[config.mk]
export PLATFORM = sky130hd
export DESIGN_NAME = ofdm_frame_sequencer
export DESIGN_NICKNAME = d
export VERILOG_FILES = /design/src/rtl/ofdm_seq_pkg.sv /design/src/rtl/seq_out_reg.sv /design/src/rtl/ofdm_frame_sequencer.sv
export SDC_FILE = /design/constraint.sdc
export NUM_CORES = 1
export LEC_CHECK = 0
export CAP_MARGIN = 5
export CORE_MARGIN = 2
export CORE_UTILIZATION = 42
export DETAILED_ROUTE_END_ITERATION = 8
export PLACE_DENSITY = 0.77
export RECOVER_POWER = 100
export SETUP_SLACK_MARGIN = 0.4
export SLEW_MARGIN = 20
export SYNTH_ARGS = -nofsm -noshare
export SYNTH_HDL_FRONTEND = slang
export SYNTH_SLANG_ARGS = --single-unit
[constraint.sdc]
create_clock -name CLK_I -period 1.8 [get_ports CLK_I]
set_input_delay 0.36 -clock CLK_I [delete_from_list [all_inputs] [get_ports CLK_I]]
set_output_delay 0.36 -clock CLK_I [all_outputs]
set_load 0.01 [all_outputs]
[src/rtl/ofdm_seq_pkg.sv]
// rtl/ofdm_seq_pkg.sv - shared types and widths for the OFDM frame sequencer
package ofdm_seq_pkg;

  typedef enum logic [2:0] {
    IDLE,
    PRE,
    PAY,
    GAP,
    DONE
  } seq_state_t;

  localparam int WORD_CNT_W = 11;
  localparam int SYM_CNT_W  = 8;
  localparam int Q15_W      = 16;
  localparam int WORD_W     = 2 * Q15_W;

endpackage

[src/rtl/seq_out_reg.sv]
// rtl/seq_out_reg.sv - single-entry registered output stage; a new word may load
// whenever the slot is empty or its current word is being taken this cycle
module seq_out_reg
  import ofdm_seq_pkg::*;
(
  input  logic              CLK_I,
  input  logic              RST_I,
  input  logic              load,
  input  logic [WORD_W-1:0] load_dat,
  input  logic              ack,
  output logic              can_load,
  output logic [WORD_W-1:0] dat,
  output logic              stb
);

  assign can_load = ~stb | ack;

  always_ff @(posedge CLK_I) begin
    if (RST_I) begin
      dat <= '0;
      stb <= 1'b0;
    end else if (load) begin
      dat <= load_dat;
      stb <= 1'b1;
    end else if (stb && ack) begin
      stb <= 1'b0;
    end
  end

endmodule

[src/rtl/ofdm_frame_sequencer.sv]
// rtl/ofdm_frame_sequencer.sv - sequences preamble then payload symbols as separate CYC_O bursts
// Optional SEQ_ABORT_EN adds FRM_ABORT_I: finish the current symbol, then end the frame.
module ofdm_frame_sequencer
  import ofdm_seq_pkg::*;
#(
  parameter int PRE_SYMS    = 2,
  parameter int DAT_PER_SYM = 1200,
  parameter int GAP_CYC     = 4
) (
  input  logic                 CLK_I,
  input  logic                 RST_I,
  input  logic                 FRM_START_I,
  input  logic [SYM_CNT_W-1:0] FRM_NSYM_I,
  input  logic [WORD_W-1:0]    PRE_DAT_I,
  input  logic                 PRE_CYC_I,
  input  logic                 PRE_STB_I,
  input  logic                 PRE_WE_I,
  output logic                 PRE_ACK_O,
  input  logic [WORD_W-1:0]    PAY_DAT_I,
  input  logic                 PAY_CYC_I,
  input  logic                 PAY_STB_I,
  input  logic                 PAY_WE_I,
  output logic                 PAY_ACK_O,
  output logic [WORD_W-1:0]    DAT_O,
  output logic                 CYC_O,
  output logic                 STB_O,
  output logic                 WE_O,
  input  logic                 ACK_I,
  output logic                 BUSY_O,
  output logic [SYM_CNT_W-1:0] SYM_IDX_O,
  output logic                 FRM_DONE_O
`ifdef SEQ_ABORT_EN
  ,
  input  logic                 FRM_ABORT_I
`endif
);

  localparam int GAP_W = $clog2(GAP_CYC + 1);
  localparam logic [SYM_CNT_W-1:0]  PRE_LIM  = SYM_CNT_W'(PRE_SYMS);
  localparam logic [WORD_CNT_W-1:0] WORD_LIM = WORD_CNT_W'(DAT_PER_SYM);
  localparam logic [GAP_W-1:0]      GAP_LAST = GAP_W'(GAP_CYC - 1);

  seq_state_t state_q, state_d;
  logic [WORD_CNT_W-1:0] word_cnt;
  logic [SYM_CNT_W-1:0]  pre_cnt, pay_cnt, nsym_q, sym_idx;
  logic [GAP_W-1:0]      gap_cnt;
  logic                  in_sym, sel_pay, src_valid, can_load, accept, sym_end, abort_req;
  logic [WORD_W-1:0]     sel_dat;

  assign in_sym    = (state_q == PRE) || (state_q == PAY);
  assign sel_pay   = (state_q == PAY);
  assign src_valid = sel_pay ? (PAY_CYC_I & PAY_STB_I & PAY_WE_I)
                             : (PRE_CYC_I & PRE_STB_I & PRE_WE_I);
  assign sel_dat   = sel_pay ? PAY_DAT_I : PRE_DAT_I;
  // Reset gating keeps a source from seeing an accept that the reset will discard.
  assign accept    = in_sym & ~RST_I & src_valid & (word_cnt < WORD_LIM) & can_load;
  assign sym_end   = in_sym & (word_cnt == WORD_LIM) & STB_O & ACK_I;

  assign PRE_ACK_O  = accept & ~sel_pay;
  assign PAY_ACK_O  = accept & sel_pay;
  assign CYC_O      = in_sym;
  assign WE_O       = STB_O;
  assign BUSY_O     = (state_q != IDLE);
  assign FRM_DONE_O = (state_q == DONE);
  assign SYM_IDX_O  = sym_idx;

`ifdef SEQ_ABORT_EN
  logic abort_q;
  always_ff @(posedge CLK_I) begin
    if (RST_I || state_q == IDLE) abort_q <= 1'b0;
    else if (FRM_ABORT_I)         abort_q <= 1'b1;
  end
  assign abort_req = abort_q | FRM_ABORT_I;
`else
  assign abort_req = 1'b0;
`endif

  seq_out_reg u_out (
    .CLK_I    (CLK_I),
    .RST_I    (RST_I),
    .load     (accept),
    .load_dat (sel_dat),
    .ack      (ACK_I),
    .can_load (can_load),
    .dat      (DAT_O),
    .stb      (STB_O)
  );

  always_comb begin
    state_d = state_q;
    case (state_q)
      IDLE: if (FRM_START_I) state_d = GAP;
      GAP: begin
        if (gap_cnt == GAP_LAST) begin
          if (abort_req)               state_d = DONE;
          else if (pre_cnt < PRE_LIM)  state_d = PRE;
          else if (pay_cnt < nsym_q)   state_d = PAY;
          else                         state_d = DONE;
        end
      end
      PRE, PAY: if (sym_end) state_d = GAP;
      DONE:    state_d = IDLE;
      default: state_d = IDLE;
    endcase
  end

  always_ff @(posedge CLK_I) begin
    if (RST_I) begin
      state_q  <= IDLE;
      word_cnt <= '0;
      pre_cnt  <= '0;
      pay_cnt  <= '0;
      nsym_q   <= '0;
      sym_idx  <= '0;
      gap_cnt  <= '0;
    end else begin
      state_q <= state_d;
      gap_cnt <= (state_q == GAP && state_d == GAP) ? gap_cnt + 1'b1 : '0;
      if (state_q == IDLE && FRM_START_I) begin
        nsym_q   <= FRM_NSYM_I;
        pre_cnt  <= '0;
        pay_cnt  <= '0;
        sym_idx  <= '0;
        word_cnt <= '0;
      end else if (sym_end) begin
        word_cnt <= '0;
        sym_idx  <= sym_idx + 1'b1;
        if (sel_pay) pay_cnt <= pay_cnt + 1'b1;
        else         pre_cnt <= pre_cnt + 1'b1;
      end else if (accept) begin
        word_cnt <= word_cnt + 1'b1;
      end
    end
  end

endmodule

## After elaboration in Yosys (flattened, before gate mapping)

Cells that the tools add are included.

| cells by class | value |
|---|---|
| add/sub/neg operators | 5 |
| order comparisons | 3 |
| equal/unequal tests | 7 |
| mux-type cells | 10 |
| bitwise logic cells | 18 |
| reductions and logical operators | 13 |

Operators by type and width:

| kind | number |
|---|---|
| 2-to-1 mux 32 bit | 1 |
| adder 8 x 1 -> 8 bit, second input constant | 3 |
| 2-to-1 mux 3 bit | 5 |
| AND 1 bit | 13 |
| == test 3 x 2 -> 1 bit, second input constant | 4 |
| adder 11 x 1 -> 11 bit, second input constant | 1 |
| == test 11 bit, second input constant | 1 |
| less-than comparator 11 bit, second input constant | 1 |
| one-hot mux 3 bit (3 select lines) | 1 |
| less-than comparator 8 x 2 -> 1 bit, second input constant | 1 |
| less-than comparator 8 bit | 1 |
| OR reduction 2 bit | 3 |
| inverter 1 bit | 4 |
| AND reduction 2 bit | 2 |
| adder 3 x 1 -> 3 bit, second input constant | 1 |
| == test 3 x 1 -> 1 bit, second input constant | 1 |
| == test 3 bit, second input constant | 1 |
| logical AND 1 bit | 3 |
| logical NOT 3 bit | 1 |
| 2-to-1 mux 1 bit | 3 |
| nonzero test 3 bit | 1 |
| OR reduction 3 bit | 1 |
| nonzero test 2 bit | 1 |
| logical OR 1 bit | 1 |
| bitwise OR 1 bit | 1 |

| word-level totals | value |
|---|---|
| flip-flop bits (word level) | 82 |
| input port bits | 82 |
| output and inout port bits | 47 |

## Longest topological paths before layout

Gate-level depths: netlist of run 1.

| logic depth | value |
|---|---|
| depth after elaboration | 11 |
| mapped depth | 9 |
| depth with buffers taken out | 7 |

## By module

Synthesis of run 1 repeated with hierarchy kept, for this count alone.

| second synthesis, totals | value |
|---|---|
| cell total of the unflattened synthesis | 511 |
| area, all modules | 4,078.9 µm² |

Modules (own cells, without submodules):

| module | times used | cells an instance | area an instance (µm²) | seq. area each (µm²) |
|---|---|---|---|---|
| ofdm_frame_sequencer | 1 | 403 | 2,874.0 | 980.9 |
| seq_out_reg | 1 | 108 | 1,204.9 | 660.6 |

## Worst setup path before layout of run 1

No wires, ideal clock.

| timing | value |
|---|---|
| path kind | register -> output |
| from | reg state_q[0] |
| to | out PAY_ACK_O |
| data arrival time | 1,534 ps |
| data required time | 1,440 ps |
| path slack | -94 ps |
| stages on the path, launching flop included | 7 |
| path buffers | 2 |
| path through | dfxtp_1 > buf_4 > nor3b_4 > mux2i_2 > nand4_1 > clkbuf_1 > nor2_1 |

| on the way | value |
|---|---|
| longest elaborated chain between the ends | 7 |
| elaborated cells between the ends (all ways) | 9 |
| those cells by class | eq/ne: 2; mux: 1; bitwise: 5; reduce/logical: 1 |

RTL lines:

| element | line | text |
|---|---|---|
| start: declaration | ofdm_frame_sequencer.sv:43 | `seq_state_t state_q, state_d;` |
| start signal: assignment | ofdm_frame_sequencer.sv:117 | `state_q <= state_d;` |
| == test 3 x 1 -> 1 bit / == test 3 x 2 -> 1 bit (equally long branches) | ofdm_frame_sequencer.sv:50, ofdm_frame_sequencer.sv:51 |  |
| logical OR 1 bit | ofdm_frame_sequencer.sv:50 | `assign in_sym = (state_q == PRE) \|\| (state_q == PAY);` |
| AND 1 bit (4 in a row) | ofdm_frame_sequencer.sv:56 | `assign accept = in_sym & ~RST_I & src_valid & (word_cnt < WORD_LIM) & can_load;` |
| AND 1 bit * | ofdm_frame_sequencer.sv:60 | `assign PAY_ACK_O = accept & sel_pay;` |
| end: declaration | ofdm_frame_sequencer.sv:23 | `output logic PAY_ACK_O,` |

Mark *: on every way between the ends. The rest lies on a longest branch, timed or not.

## Worst setup path after layout of run 1

| timing | value |
|---|---|
| from | reg state_q[2] |
| to | out PRE_ACK_O |

| on the way | value |
|---|---|
| longest elaborated chain between the ends | 7 |
| elaborated cells between the ends (all ways) | 10 |
| those cells by class | eq/ne: 2; mux: 1; bitwise: 6; reduce/logical: 1 |

RTL lines:

| element | line | text |
|---|---|---|
| == test 3 x 1 -> 1 bit / == test 3 x 2 -> 1 bit (equally long branches) | ofdm_frame_sequencer.sv:50, ofdm_frame_sequencer.sv:51 |  |
| logical OR 1 bit | ofdm_frame_sequencer.sv:50 |  |
| AND 1 bit (4 in a row) | ofdm_frame_sequencer.sv:56 |  |
| AND 1 bit * | ofdm_frame_sequencer.sv:59 | `assign PRE_ACK_O = accept & ~sel_pay;` |
| end: declaration | ofdm_frame_sequencer.sv:18 | `output logic PRE_ACK_O,` |

Marks and branches as above.

==> impl_summary.txt, run 1 <==
----------------------------------------------------
[Drt]
  Via count ... 4398
  Number of vias per cell ... 5.40
  Initial DRT Pass Iterations ... 4
  Mean routed wirelength per cell ... 17.7 µm
  Number of nets with antenna violations after detailed routing ... 0
  Number of DRC markers in iteration 0 ... 169
  DRC violation count after routing ... 0
  Total Routed Length ... 14400 µm

[Global routing]
  Initial antenna violation count ... 0
  Largest net degree at the start of global routing ... 47
  Final global-route overflow total ... 0
  First-pass GRT wire length ... 20900 µm
  Overall Global Routing Usage ... 25.4%
  Number of global-route vias before repair ... 4356

[Synth]
  Post-Synthesis Cells ... 489
  Cell types with the largest area share after synthesis ... dfxtp_1 41%, nand2_1 9.1%, nor2_1 5.8%
  Number of unique standard cell types used by synthesis ... 53
  Proportion of synthesized flip-flops having asynchronous set or reset ... 0%
  Number of register bits inferred by synthesis ... 82
  Cell taking the most area after synthesis ... dfxtp_1
  Most common cell in the netlist ... nand2_1
  Mean instance size in the synthesized netlist ... 8.23 µm²
  Summed instance area of the synthesized netlist ... 0.00402 mm²
  Number of enable-type register cells in the synthesized netlist ... 0
  Number of nets in the synthesized netlist ... 585
  Predominant post-synthesis flop cell ... dfxtp_1
  Most frequent cells after synthesis ... 98 x nand2_1, 82 x dfxtp_1, 62 x nor2_1
  Register area share after synthesis ... 40.8%
  Ys Warns ... 0
  Area share of the largest cell type after synthesis ... 40.8%

[Setup path]
  CP Launch Type ... register
  CP Cell Sequence ... nor3b_4, mux2i_2, nand4_1, buf_6, nor2_4, buf_6
  Category of the most critical setup path ... reg -> out
  Largest fanout on the critical path ... 3
  Most used cell, CP ... buf_6
  Kind of end point of the critical path ... output port
  Critical-path cell with the highest stage delay ... dfxtp_2
  Largest stage delay, worst path ... 0.35 ns
  Worst path arrival time ... 1.84 ns
  Required time worst endpoint ... 1.44 ns

[Finish]
  Layout Area Growth over Synthesis ... 77.5%
  Core Util, Final ... 76.9%
  ANT cells ... 0
  Number of nets in the finished design ... 776
  Share of final-layout standard cells stronger than drive strength 1 ... 35.5%

[Clock tree]
  Clock latency of the later-clocked register in the worst-skew pair ... 0.37 ns
  Buffers from clock root to sink, at most ... 2
  Clock-pin slew on the worst setup and hold paths ... 0.08 ns
  Cell chosen for the clock root ... clkbuf_8
  Number of hold buffers added after CTS ... 0
  CTS HTree Levels ... 3
  TritonCTS Buffers ... 9
  Sinks on the clock net ... 82
  Clock tree from TritonCTS ... yes

[Floorplan]
  Chip width ... 102 µm
  Core region area ... 0.00928 mm²
  Number of primary I/O pins ... 129
  Placement Rows ... 35
  Die height ... 102 µm
  Starting density of the core ... 43.3%
  Total die area ... 0.0104 mm²

[STA]
  Post-route fraction of the period consumed by the critical path ... 122%
  Final hold violations ... 0
  Period minus WS final ... 2.20 ns
  Setup-violating endpoint count in the final report ... 54
  Setup slack of the critical path after layout ... -0.396 ns
  Least-Margin Pin Slew ... 0.664 ns
  Final max-slew violation count ... 0
  Clock tree skew after final layout ... 0.0132 ns
  Setup total negative slack ... -12.75 ns
  Unrepaired setup endpoints after global routing ... true
  Relative slew slack ... 55.7%
  Maximum clock frequency ... 0.455 GHz

[Power and ir drop]
  Max IR drop VDD ... 520 µV
  Combinational Power Share ... 24.1%
  Share of total power consumed by net switching ... 28.2%
  Lkg Pwr ... 2.87 nW
  Switching component of the power ... 1.29 mW
  Power density over cell area ... 641 mW/mm²
  Flop pwr share ... 41.3%
  Cell-internal power ... 3.28 mW
  Overall power of the completed layout ... 4.58 mW
  Share of power burned in the clock network ... 34.6%

[Job]
  MaxCap Viol Count ... 0

[Place]
  Worst slack, placed ... -0.647 ns
  Routability congestion estimate ... 0.869
  Final HPWL from detailed placement ... 8030 µm
  Port bufs ... 128

[Status]
  Run status ... complete, but fails checks
  Violated checks ... setup timing

[Min path]
  Hold Crit Class ... reg -> reg

----------------------------------------------------
## worst max-delay path, delay by kind of cell, from the launching register on
family	cells	cell delay [ns]
AND/OR/NAND/NOR	3	0.54
multiplexers	1	0.30
buffers and inverters	2	0.29
flip-flops	1	0.35
## metal layers
layer | routed length, µm | global-route usage (%) | vias up
met5 | 0 | 0 | -
met4 | 363 | 9.64 | 0
met3 | 836 | 4.38 | 34
met2 | 7640 | 45.2 | 172
met1 | 5560 | 30.5 | 2107
li1 | - | - | 2085
## metrics by stage
step / hold slack, ns / std cells / area (µm²)
after floorplan: 0.396 / 489 / 4220
after global routing: 0.441 / 814 / 7140
after global placement: 0.404 / 761 / 5810
after CTS: 0.422 / 800 / 6690
after detailed placement: 0.408 / 761 / 5810
final: 0.420 / 814 / 7140
## cell type report
cell class,count,area [µm²]
Multi-Input combinational cell,357,2720
Timing Repair Buffer,214,2280
Fill cell,644,2140
Sequential cell,82,1670
Tap cell,129,161
Clock buffer,11,151
Clock inverter,5,85.1
Inverter,16,72.6
## power groups by stage
stage               sequential, mW  clock (mW)  combinational [mW]
floorplan                     1.94           0               0.422
detailed placement            1.93           0               0.810
finish                        1.89        1.58                1.10
global placement              1.93           0               0.800
CTS                           1.89        1.60               0.938
global route                  1.89        1.67                1.18
## cell usage in the layout, fill, tap and decap left out, types with 4 or more instances in the layout
cell and instances:
a21oi_2 10, nand2_1 85, nor2_2 12, dfxtp_1 66
buf_6 30, a311oi_2 23, nand4_1 8, clkdlybuf4s50_1 80
a21oi_1 13, o21ai_0 8, ha_1 12, dfxtp_2 13
buf_16 7, nand2_2 9, nor4_4 5, nand3_2 7
a311oi_1 10, nand3_1 15, or3_1 8, buf_8 6
nand2_4 4, buf_4 36, nor2_4 9, xnor2_1 8
xor2_1 9, clkdlybuf4s25_1 5, dlygate4sd2_1 36, nor2_1 41
inv_1 14, nor3_4 5, nand2b_1 4, clkbuf_8 11
buf_12 9
## sequential cells by signal (all words and copies together), names as in the netlist
name	count
SYM_IDX_O	8
gap_cnt	3
nsym_q	8
pay_cnt	8
pre_cnt	8
state_q	3
u_out.dat	32
u_out.stb	1
word_cnt	11
## timing repair
item	4_1_cts	5_1_grt
endpoints found under the setup margin	128	90
resized for setup	158	91
setup buffers	16	12
gates cloned	7	2
pin swaps	49	36
## logic make-up after synthesis
group	count (synthesis)	share of synthesized area (%)
compound gates	77	15.1
xor+xnor	21	4.57
fa+ha+maj	14	4.35
buf+inv	50	6.06
flops	82	40.8
mux	2	0.591
simple gates	243	28.5
## final timing paths
check,startpoint,to,slack (ns),depth (start not counted)
min reg2reg,gap_cnt[0],gap_cnt[0],0.42,1
max reg2reg,state_q[2],u_out.dat[23],-0.36,9
max,state_q[2],PRE_ACK_O,-0.40,6
min,gap_cnt[0],gap_cnt[0],0.42,1
Note: power is estimated with default switching activity, not from simulation.
==> run 2: changes to the inputs <==
--- a/config.mk
+++ b/config.mk
@@ -12,6 +12,7 @@
 export PLACE_DENSITY = 0.77
 export RECOVER_POWER = 100
 export SETUP_SLACK_MARGIN = 0.4
+export SKIP_CTS_REPAIR_TIMING = 1
 export SLEW_MARGIN = 20
 export SYNTH_ARGS = -nofsm -noshare
 export SYNTH_HDL_FRONTEND = slang
==> run 2 against run 1 <==
Net effect: the flow still finishes with violations (setup timing); worst hold slack gained 0.013 ns; first-iteration DRC count shrank 30%; clock power is essentially flat; non-clock buffer count shrank 6.
==> impl_summary.txt, run 2 (synthesis results as in run 1) <==
----------------------------------------------------
[Setup path]
  CP Launch Type ... register
  Required time worst endpoint ... 1.44 ns
  Worst R2R Path Depth ... 7
  Kind of end point of the critical path ... output port
  Largest fanout on the critical path ... 3
  Slack of the worst reg-to-reg path ... -0.34 ns
  Category of the most critical setup path ... reg -> out
  Worst flop-to-flop path endpoint ... word_cnt[6]
  Worst reg2reg path startpoint ... state_q[1]
  Worst path arrival time ... 1.84 ns

[Floorplan]
  Die height ... 102 µm
  Placement Rows ... 35
  Core region area ... 0.00928 mm²
  Starting density of the core ... 43.3%
  Chip width ... 102 µm
  Number of primary I/O pins ... 129
  Total die area ... 0.0104 mm²

[Finish]
  Largest registers in the final layout ... u_out.dat (32), word_cnt (11)
  Number of nets in the finished design ... 770
  Core Util, Final ... 77.1%
  Most common cell after layout, fill and taps aside ... nand2_1
  Layout Area Growth over Synthesis ... 78.0%
  ANT cells ... 0
  Share of final-layout standard cells stronger than drive strength 1 ... 37.1%
  Most flop-heavy register ... u_out.dat
  Largest register FFs ... 32
  Leading cell types in the layout, fill and taps excluded ... 90 x nand2_1, 80 x clkdlybuf4s50_1, 63 x dfxtp_1
  Summed area of non-filler cells in the final layout ... 0.00716 mm²

[STA]
  Unrepaired setup endpoints after global routing ... true
  Final max-slew violation count ... 0
  Setup slack of the critical path after layout ... -0.404 ns
  Setup-violating endpoint count in the final report ... 47
  Post-route fraction of the period consumed by the critical path ... 122%
  Least-Margin Pin Slew ... 0.715 ns
  Clock tree skew after final layout ... 0.0154 ns
  Maximum clock frequency ... 0.454 GHz
  Final hold violations ... 0
  Relative slew slack ... 52.4%
  Final hold slack ... 0.433 ns
  Period minus WS final ... 2.20 ns

[Clock tree]
  Clock-pin slew on the worst setup and hold paths ... 0.09 ns
  Clock latency of the later-clocked register in the worst-skew pair ... 0.36 ns
  Clock tree from TritonCTS ... yes
  Sinks on the clock net ... 82
  TritonCTS Buffers ... 9
  CTS HTree Levels ... 3
  Buffers from clock root to sink, at most ... 2
  Cell chosen for the clock root ... clkbuf_8

[Drt]
  DRC violation count after routing ... 0
  Via count ... 4292
  Mean routed wirelength per cell ... 17.4 µm
  Total Routed Length ... 14000 µm
  Initial DRT Pass Iterations ... 4
  Number of vias per cell ... 5.31
  Number of nets with antenna violations after detailed routing ... 0
  Number of DRC markers in iteration 0 ... 119

[Place]
  Area after DPL ... 0.00581 mm²
  Routability congestion estimate ... 0.869
  Final HPWL from detailed placement ... 8030 µm
  Port bufs ... 128

[Status]
  Run status ... complete, but fails checks
  Violated checks ... setup timing

[Global routing]
  First-pass GRT wire length ... 17500 µm
  Largest net degree at the start of global routing ... 47
  Overall Global Routing Usage ... 20.9%
  Initial antenna violation count ... 0
  Final global-route overflow total ... 0
  Number of global-route vias before repair ... 3795

[Min path]
  Launch instance of the worst min-delay path ... gap_cnt[0]
  Cells on Worst Hold Path ... 1
  Hold Crit Class ... reg -> reg
  WHS Endpoint ... gap_cnt[0]

[Job]
  MaxCap Viol Count ... 0

[Power and ir drop]
  Max IR drop VDD ... 479 µV
  Lkg Pwr ... 2.71 nW
  Power density over cell area ... 637 mW/mm²

----------------------------------------------------
[run 2: metal layers]
metal	part of all wire (%)	vias to the layer above	routed length, µm	global-route usage, %
met5	0	-	0	0
met2	53	123	7470	34.8
met3	5.0	26	698	3.28
met4	2.3	0	329	8.00
li1	-	2072	-	-
met1	39	2071	5530	27.4
[run 2: report_power, final]
part	switching, mW	leakage (nW)	internal (mW)	total [mW]
registers	0.0382	0.672	1.86	1.90
logic	0.534	1.92	0.537	1.07
clock network	0.726	0.116	0.866	1.59
total	1.30	2.71	3.26	4.56
[run 2: worst max-delay path, stage by stage, from the launching register on]
cell     delay (ns)
dfxtp_2        0.35
nor3b_4        0.28
mux2i_2        0.28
nand4_1        0.19
buf_6          0.18
nor2_4         0.10
buf_6          0.11
[run 2: worst max path at each step]
stage / from / endpoint / slack (ns)
finish: state_q[1] / PRE_ACK_O / -0.40
global route: state_q[1] / PRE_ACK_O / -0.45
CTS: state_q[0] / PRE_ACK_O / -0.81
detailed placement: PAY_WE_I / PRE_ACK_O / -0.65
global placement: PRE_WE_I / PRE_ACK_O / -0.58
floorplan: state_q[0] / PAY_ACK_O / -0.001
[run 2: area by class of cell]
type	count	area, µm²
flip-flops and latches	82	1670
repair buffers	208	2160
fillers	641	2120
well taps	129	161
multi-input cells	357	2860
clock buffers	11	151
clock inverters	5	85.1
inverters	16	72.6
[run 2: per-stage QoR]
stage / setup WS (ns) / setup TNS (ns) / cells / power [mW]
global route: -0.452 / -13.74 / 808 / 4.72
CTS: -0.811 / -9.95 / 777 / 4.30
floorplan: -0.00139 / -0.00206 / 489 / 2.36
global placement: -0.585 / -18.16 / 761 / 2.73
finish: -0.404 / -9.95 / 808 / 4.56
detailed placement: -0.647 / -21.60 / 761 / 2.74
==> run 3: changes to the inputs <==
--- a/config.mk
+++ b/config.mk
@@ -9,11 +9,12 @@
 export CORE_MARGIN = 2
 export CORE_UTILIZATION = 42
 export DETAILED_ROUTE_END_ITERATION = 8
-export PLACE_DENSITY = 0.77
+export PLACE_DENSITY = 0.76
 export RECOVER_POWER = 100
 export SETUP_SLACK_MARGIN = 0.4
 export SKIP_CTS_REPAIR_TIMING = 1
-export SLEW_MARGIN = 20
+export SLEW_MARGIN = 40
 export SYNTH_ARGS = -nofsm -noshare
 export SYNTH_HDL_FRONTEND = slang
+export SYNTH_HIERARCHICAL = 1
 export SYNTH_SLANG_ARGS = --single-unit
==> run 3 against run 2 <==
Net effect: the flow still finishes with violations (setup timing); via count hardly changed; area after synthesis is 1.4% higher; register-to-register slack hardly changed; sequential power hardly changed; clock power is 3% higher; clock skew is 0.0031 ns lower; design area is 8.3% lower; largest cell class unchanged.
==> impl_summary.txt, run 3 <==
----------------------------------------------------
[Floorplan]
  Chip width ... 103 µm
  Core region area ... 0.00933 mm²
  Number of primary I/O pins ... 129
  Starting density of the core ... 43.7%
  Die height ... 103 µm
  Placement Rows ... 35
  Total die area ... 0.0105 mm²

[Drt]
  Number of nets with antenna violations after detailed routing ... 0
  Initial DRT Pass Iterations ... 5
  Number of vias per cell ... 5.19
  Via count ... 4288
  DRC violation count after routing ... 0
  Number of DRC markers in iteration 0 ... 175
  Total Routed Length ... 13800 µm
  Mean routed wirelength per cell ... 16.7 µm

[Synth]
  Register area share after synthesis ... 40.2%
  Most common cell in the netlist ... nand2_1
  Number of register bits inferred by synthesis ... 82
  Number of nets in the synthesized netlist ... 607
  Proportion of synthesized flip-flops having asynchronous set or reset ... 0%
  Cell taking the most area after synthesis ... dfxtp_1
  Post-Synthesis Cells ... 511
  Number of unique standard cell types used by synthesis ... 44
  Area share of the largest cell type after synthesis ... 40.2%
  Most frequent cells after synthesis ... 129 x nand2_1, 82 x dfxtp_1, 61 x nor2_1
  Mean instance size in the synthesized netlist ... 7.98 µm²
  Ys Warns ... 6
  Summed instance area of the synthesized netlist ... 0.00408 mm²
  Cell types with the largest area share after synthesis ... dfxtp_1 40%, nand2_1 12%, mux2i_1 8.8%
  Number of enable-type register cells in the synthesized netlist ... 0
  Predominant post-synthesis flop cell ... dfxtp_1

[Global routing]
  First-pass GRT wire length ... 17600 µm
  Initial antenna violation count ... 0
  Final global-route overflow total ... 0
  Largest net degree at the start of global routing ... 44
  Overall Global Routing Usage ... 21.4%
  Number of global-route vias before repair ... 3732

[Clock tree]
  TritonCTS Buffers ... 9
  Sinks on the clock net ... 82
  Cell chosen for the clock root ... clkbuf_8
  Clock latency of the later-clocked register in the worst-skew pair ... 0.35 ns
  Clock-pin slew on the worst setup and hold paths ... 0.08 ns
  CTS HTree Levels ... 3
  Buffers from clock root to sink, at most ... 2
  Clock tree from TritonCTS ... yes

[Setup path]
  Largest fanout on the critical path ... 7
  Worst path arrival time ... 2.44 ns
  CP Cell Sequence ... nor3b_4, mux2i_2, nand3_2, buf_4, buf_8, buf_2, or3_1, a21oi_2
  Worst R2R Path Depth ... 8
  Required time worst endpoint ... 2.09 ns
  CP Launch Type ... register
  Category of the most critical setup path ... reg -> reg
  Kind of end point of the critical path ... register
  Critical-path cell with the highest stage delay ... dfxtp_4
  Largest stage delay, worst path ... 0.38 ns

[Power and ir drop]
  Overall power of the completed layout ... 4.45 mW
  Max IR drop VDD ... 401 µV
  Lkg Pwr ... 2.58 nW
  Power density over cell area ... 677 mW/mm²

[STA]
  Post-route fraction of the period consumed by the critical path ... 119%
  Setup-violating endpoint count in the final report ... 60
  Setup slack of the critical path after layout ... -0.345 ns
  Setup total negative slack ... -10.35 ns
  Least-Margin Pin Slew ... 0.372 ns
  Period minus WS final ... 2.15 ns
  Relative slew slack ... 75.0%
  Final max-slew violation count ... 0
  Clock tree skew after final layout ... 0.0123 ns
  Maximum clock frequency ... 0.466 GHz
  Unrepaired setup endpoints after global routing ... true
  Final hold violations ... 0
  Final hold slack ... 0.457 ns

[Status]
  Violated checks ... setup timing
  Run status ... complete, but fails checks

[Finish]
  ANT cells ... 0
  Most flop-heavy register ... u_out/dat
  Largest registers in the final layout ... u_out/dat (32), word_cnt (11)
  Share of final-layout standard cells stronger than drive strength 1 ... 22.8%
  Number of nets in the finished design ... 789
  Layout Area Growth over Synthesis ... 61.0%
  Most common cell after layout, fill and taps aside ... nand2_1
  Largest register FFs ... 32
  Leading cell types in the layout, fill and taps excluded ... 124 x nand2_1, 81 x clkdlybuf4s50_1, 69 x dfxtp_1

[Place]
  Port bufs ... 128
  Final HPWL from detailed placement ... 8290 µm
  Routability congestion estimate ... 0.829

[Min path]
  Hold Crit Class ... reg -> reg
  Cells on Worst Hold Path ... 1

[Job]
  MaxCap Viol Count ... 0

----------------------------------------------------
## run 3: power by group
part	internal [mW]	switching, mW
Combinational	0.498	0.447
Sequential	1.85	0.0264
Clock	0.964	0.665
## run 3: logic make-up (layout without fill, tap and decap cells)
| kind of cell | after synthesis | after routing | synth area share, % |
|---|---|---|---|
| and+or+nand+nor | 265 | 265 | 29.4 |
| DFF | 82 | 82 | 40.2 |
| AOI/OAI and AO/OA | 50 | 50 | 7.15 |
| buffers and inverters | 47 | 234 | 6.44 |
| muxes | 36 | 36 | 8.83 |
| xor gates and xnor gates | 17 | 17 | 3.65 |
| adders and majority gates | 14 | 14 | 4.29 |
## run 3: worst max-delay path, delay by kind of cell, from the launching register on
kind                   cells  cell delay, ns
AOI/OAI and AO/OA          1            0.13
DFF                        1            0.38
muxes                      1            0.33
buffers and inverters      3            0.45
and+or+nand+nor            3            0.80
## run 3: per-layer routing
metal	track usage (%)	part of all wire, %	vias to the layer above
li1	-	-	2071
met1	24.5	40	2045
met2	39.1	53	150
met3	3.80	4.9	22
met4	8.82	1.9	0
met5	0	0	-
## run 3: metrics by stage
stage / utilization, % / worst slack (ns) / area (µm²) / cells
floorplan: - / -0.0543 / 4170 / 511
global placement: 61.3 / -0.495 / 5720 / 782
detailed placement: 61.3 / -0.545 / 5720 / 782
CTS: 64.0 / -0.666 / 5970 / 798
global route: 70.4 / -0.362 / 6570 / 827
finish: 70.4 / -0.345 / 6570 / 827
## run 3: worst paths after layout
kind         startpoint           to  slack (ns)
min          gap_cnt[0]   gap_cnt[0]        0.46
min reg2reg  gap_cnt[0]   gap_cnt[0]        0.46
max          state_q[1]  word_cnt[6]       -0.35
max reg2reg  state_q[1]  word_cnt[6]       -0.35
## run 3: area by class of cell
class / count / area (µm²)
fillers: 709 / 2760
clock inverters: 4 / 98.8
flip-flops and latches: 82 / 1670
multi-input cells: 382 / 2460
well taps: 129 / 161
repair buffers: 200 / 1950
clock buffers: 12 / 145
inverters: 18 / 80.1
==> variant, RTL diff (settings of run 2) <==
Build with the macro `SEQ_ABORT_EN` defined.
--- a/src/rtl/ofdm_frame_sequencer.sv
+++ b/src/rtl/ofdm_frame_sequencer.sv
@@ -1,5 +1,7 @@
 // rtl/ofdm_frame_sequencer.sv - sequences preamble then payload symbols as separate CYC_O bursts
 // Optional SEQ_ABORT_EN adds FRM_ABORT_I: finish the current symbol, then end the frame.
+`define SEQ_ABORT_EN
+
 module ofdm_frame_sequencer
   import ofdm_seq_pkg::*;
 #(
Interface: changed (added FRM_ABORT_I); port bits go from 129 to 130. The function was not compared with the original's and may differ.
==> variant against run 2 <==
The run still ends with setup timing left; utilization decreased by 8.1 points; cell area down 7.1%; critical path type unchanged; sequential cell count rose by 1; synthesized cell count shrank 4.3%; final cell count fell by 2.5%; wire length down 9.3%; worst setup slack better by 120 ps; fmax rose by 5.7%; largest power group unchanged; total power shrank 15%; area after synthesis up 2.3%; critical path depth down 1; clock skew decreased by 8.1 ps.
==> variant: results (changes against run 2) <==
[outcome]
status=complete, but fails checks
violations=setup timing

[power_and_ir_drop]
ir_drop_mv=0.335  ; -30%
p_clk_mw=1.23  ; -23%
power_leakage_nw=2.41  ; -11%
seq_power_share_pct=48.9  ; +7.3 points
power.internal_mw=2.88  ; -12%

[drt]
wl_met2_um=6570  ; -12%
met1_length_um=5070  ; -8.2%
dr_wl_met3_um=787  ; +13%
drtIter0Drc=124  ; +4.2%
drt-wirelength-per-cell_um=16.1  ; -7.0%
via_per_inst=5.34  ; +0.56%

[worst_setup_path]
critPathMaxStageDelay_ps=370  ; +20 ps
crit_slowest_cell=dfxtp_4
worst-path-max-fanout=4  ; +1

[global_route]
grt_max_degree=46  ; -2.1%
grt_pass1_vias=4057  ; +6.9%
antenna_found_initial=0  ; unchanged
grt_util_met3_pct=3.66  ; +0.38 points
use_met1_pct=24.1  ; -3.4 points
use_met2_pct=39.9  ; +5.1 points
gr-usage-all-layers_pct=21.6  ; +0.72 points

[placed_design]
portBuffers=129  ; +0.78%
place_ws_ps=-518  ; +129 ps
placed_cell_area_um2=5970  ; +2.7%
place_congestion=0.852  ; -1.9%
dp_hpwl_um=8630  ; +7.5%

[synthesis]
syn-num-nets=565  ; -3.4%
synth_compound_gate_area_share_pct=17.4  ; +2.3 points
synthAdderAreaFrac_pct=4.26  ; -0.098 points
synth_cell_type_count=45  ; -15%
muxShareOfSynthArea_pct=4.71  ; +4.1 points
yosys-top-cells-area=dfxtp_1 (40%), nand2_1 (6.8%), nor2_1 (5.7%)
ys_seq_area_share_pct=40.4  ; -0.43 points

[final_layout]
inverters=12  ; -4
bufAreaShareNonClock_pct=29.5  ; -0.70 points
multiInputGateArea_um2=2630  ; -8.1%
nMultiInputCombCells=344  ; -3.6%
seq_cells=83  ; +1.2%
nFillCells=782  ; +22%
buffers=203  ; -2.4%
drive_above_1_share_pct=32.4  ; -4.7 points
seq_share_pct=25.3  ; +2.0 points
clk_share_pct=2.54  ; -0.76 points
num-nets-final=750  ; -2.6%

[timing]
worstMarginPinSlew_ps=690  ; -24.6 ps
fin_worst_skew_ps=7.24  ; -8.13 ps
fin_ws_ps=-284  ; +120 ps
fin_tns_setup_ps=-9070  ; +871 ps
setup_viol=59  ; +26%

==> variant: cell types whose count changed in the layout (fill, tap and decap cells not counted), sizes merged, moves of 6 or more <==
cell    delta
o31ai      +6
or3        -6
a211oi    +17
a311oi    -17
xor2       +7
nand2     -23
mux2i     +15
xnor2      -8
==> variant: through the flow <==
step	std cells	power, mW
global route	788	4.05
floorplan	468	2.26
global placement	760	2.60
CTS	773	3.84
finish	788	3.88
detailed placement	760	2.62
==> variant: path summary, 6_finish.rpt <==
| check | start | endpoint | slack, ps |
|---|---|---|---|
| worst max-delay path | state_q[0]$_SDFF_PP0_ | PAY_ACK_O | -280 |
| worst min-delay path | gap_cnt[0]$_SDFF_PP0_ | gap_cnt[0]$_SDFF_PP0_ | 440 |
| worst max register to register | state_q[0]$_SDFF_PP0_ | u_out.dat[29]$_SDFFE_PP0P_ | -240 |
| worst min register to register | gap_cnt[0]$_SDFF_PP0_ | gap_cnt[0]$_SDFF_PP0_ | 440 |
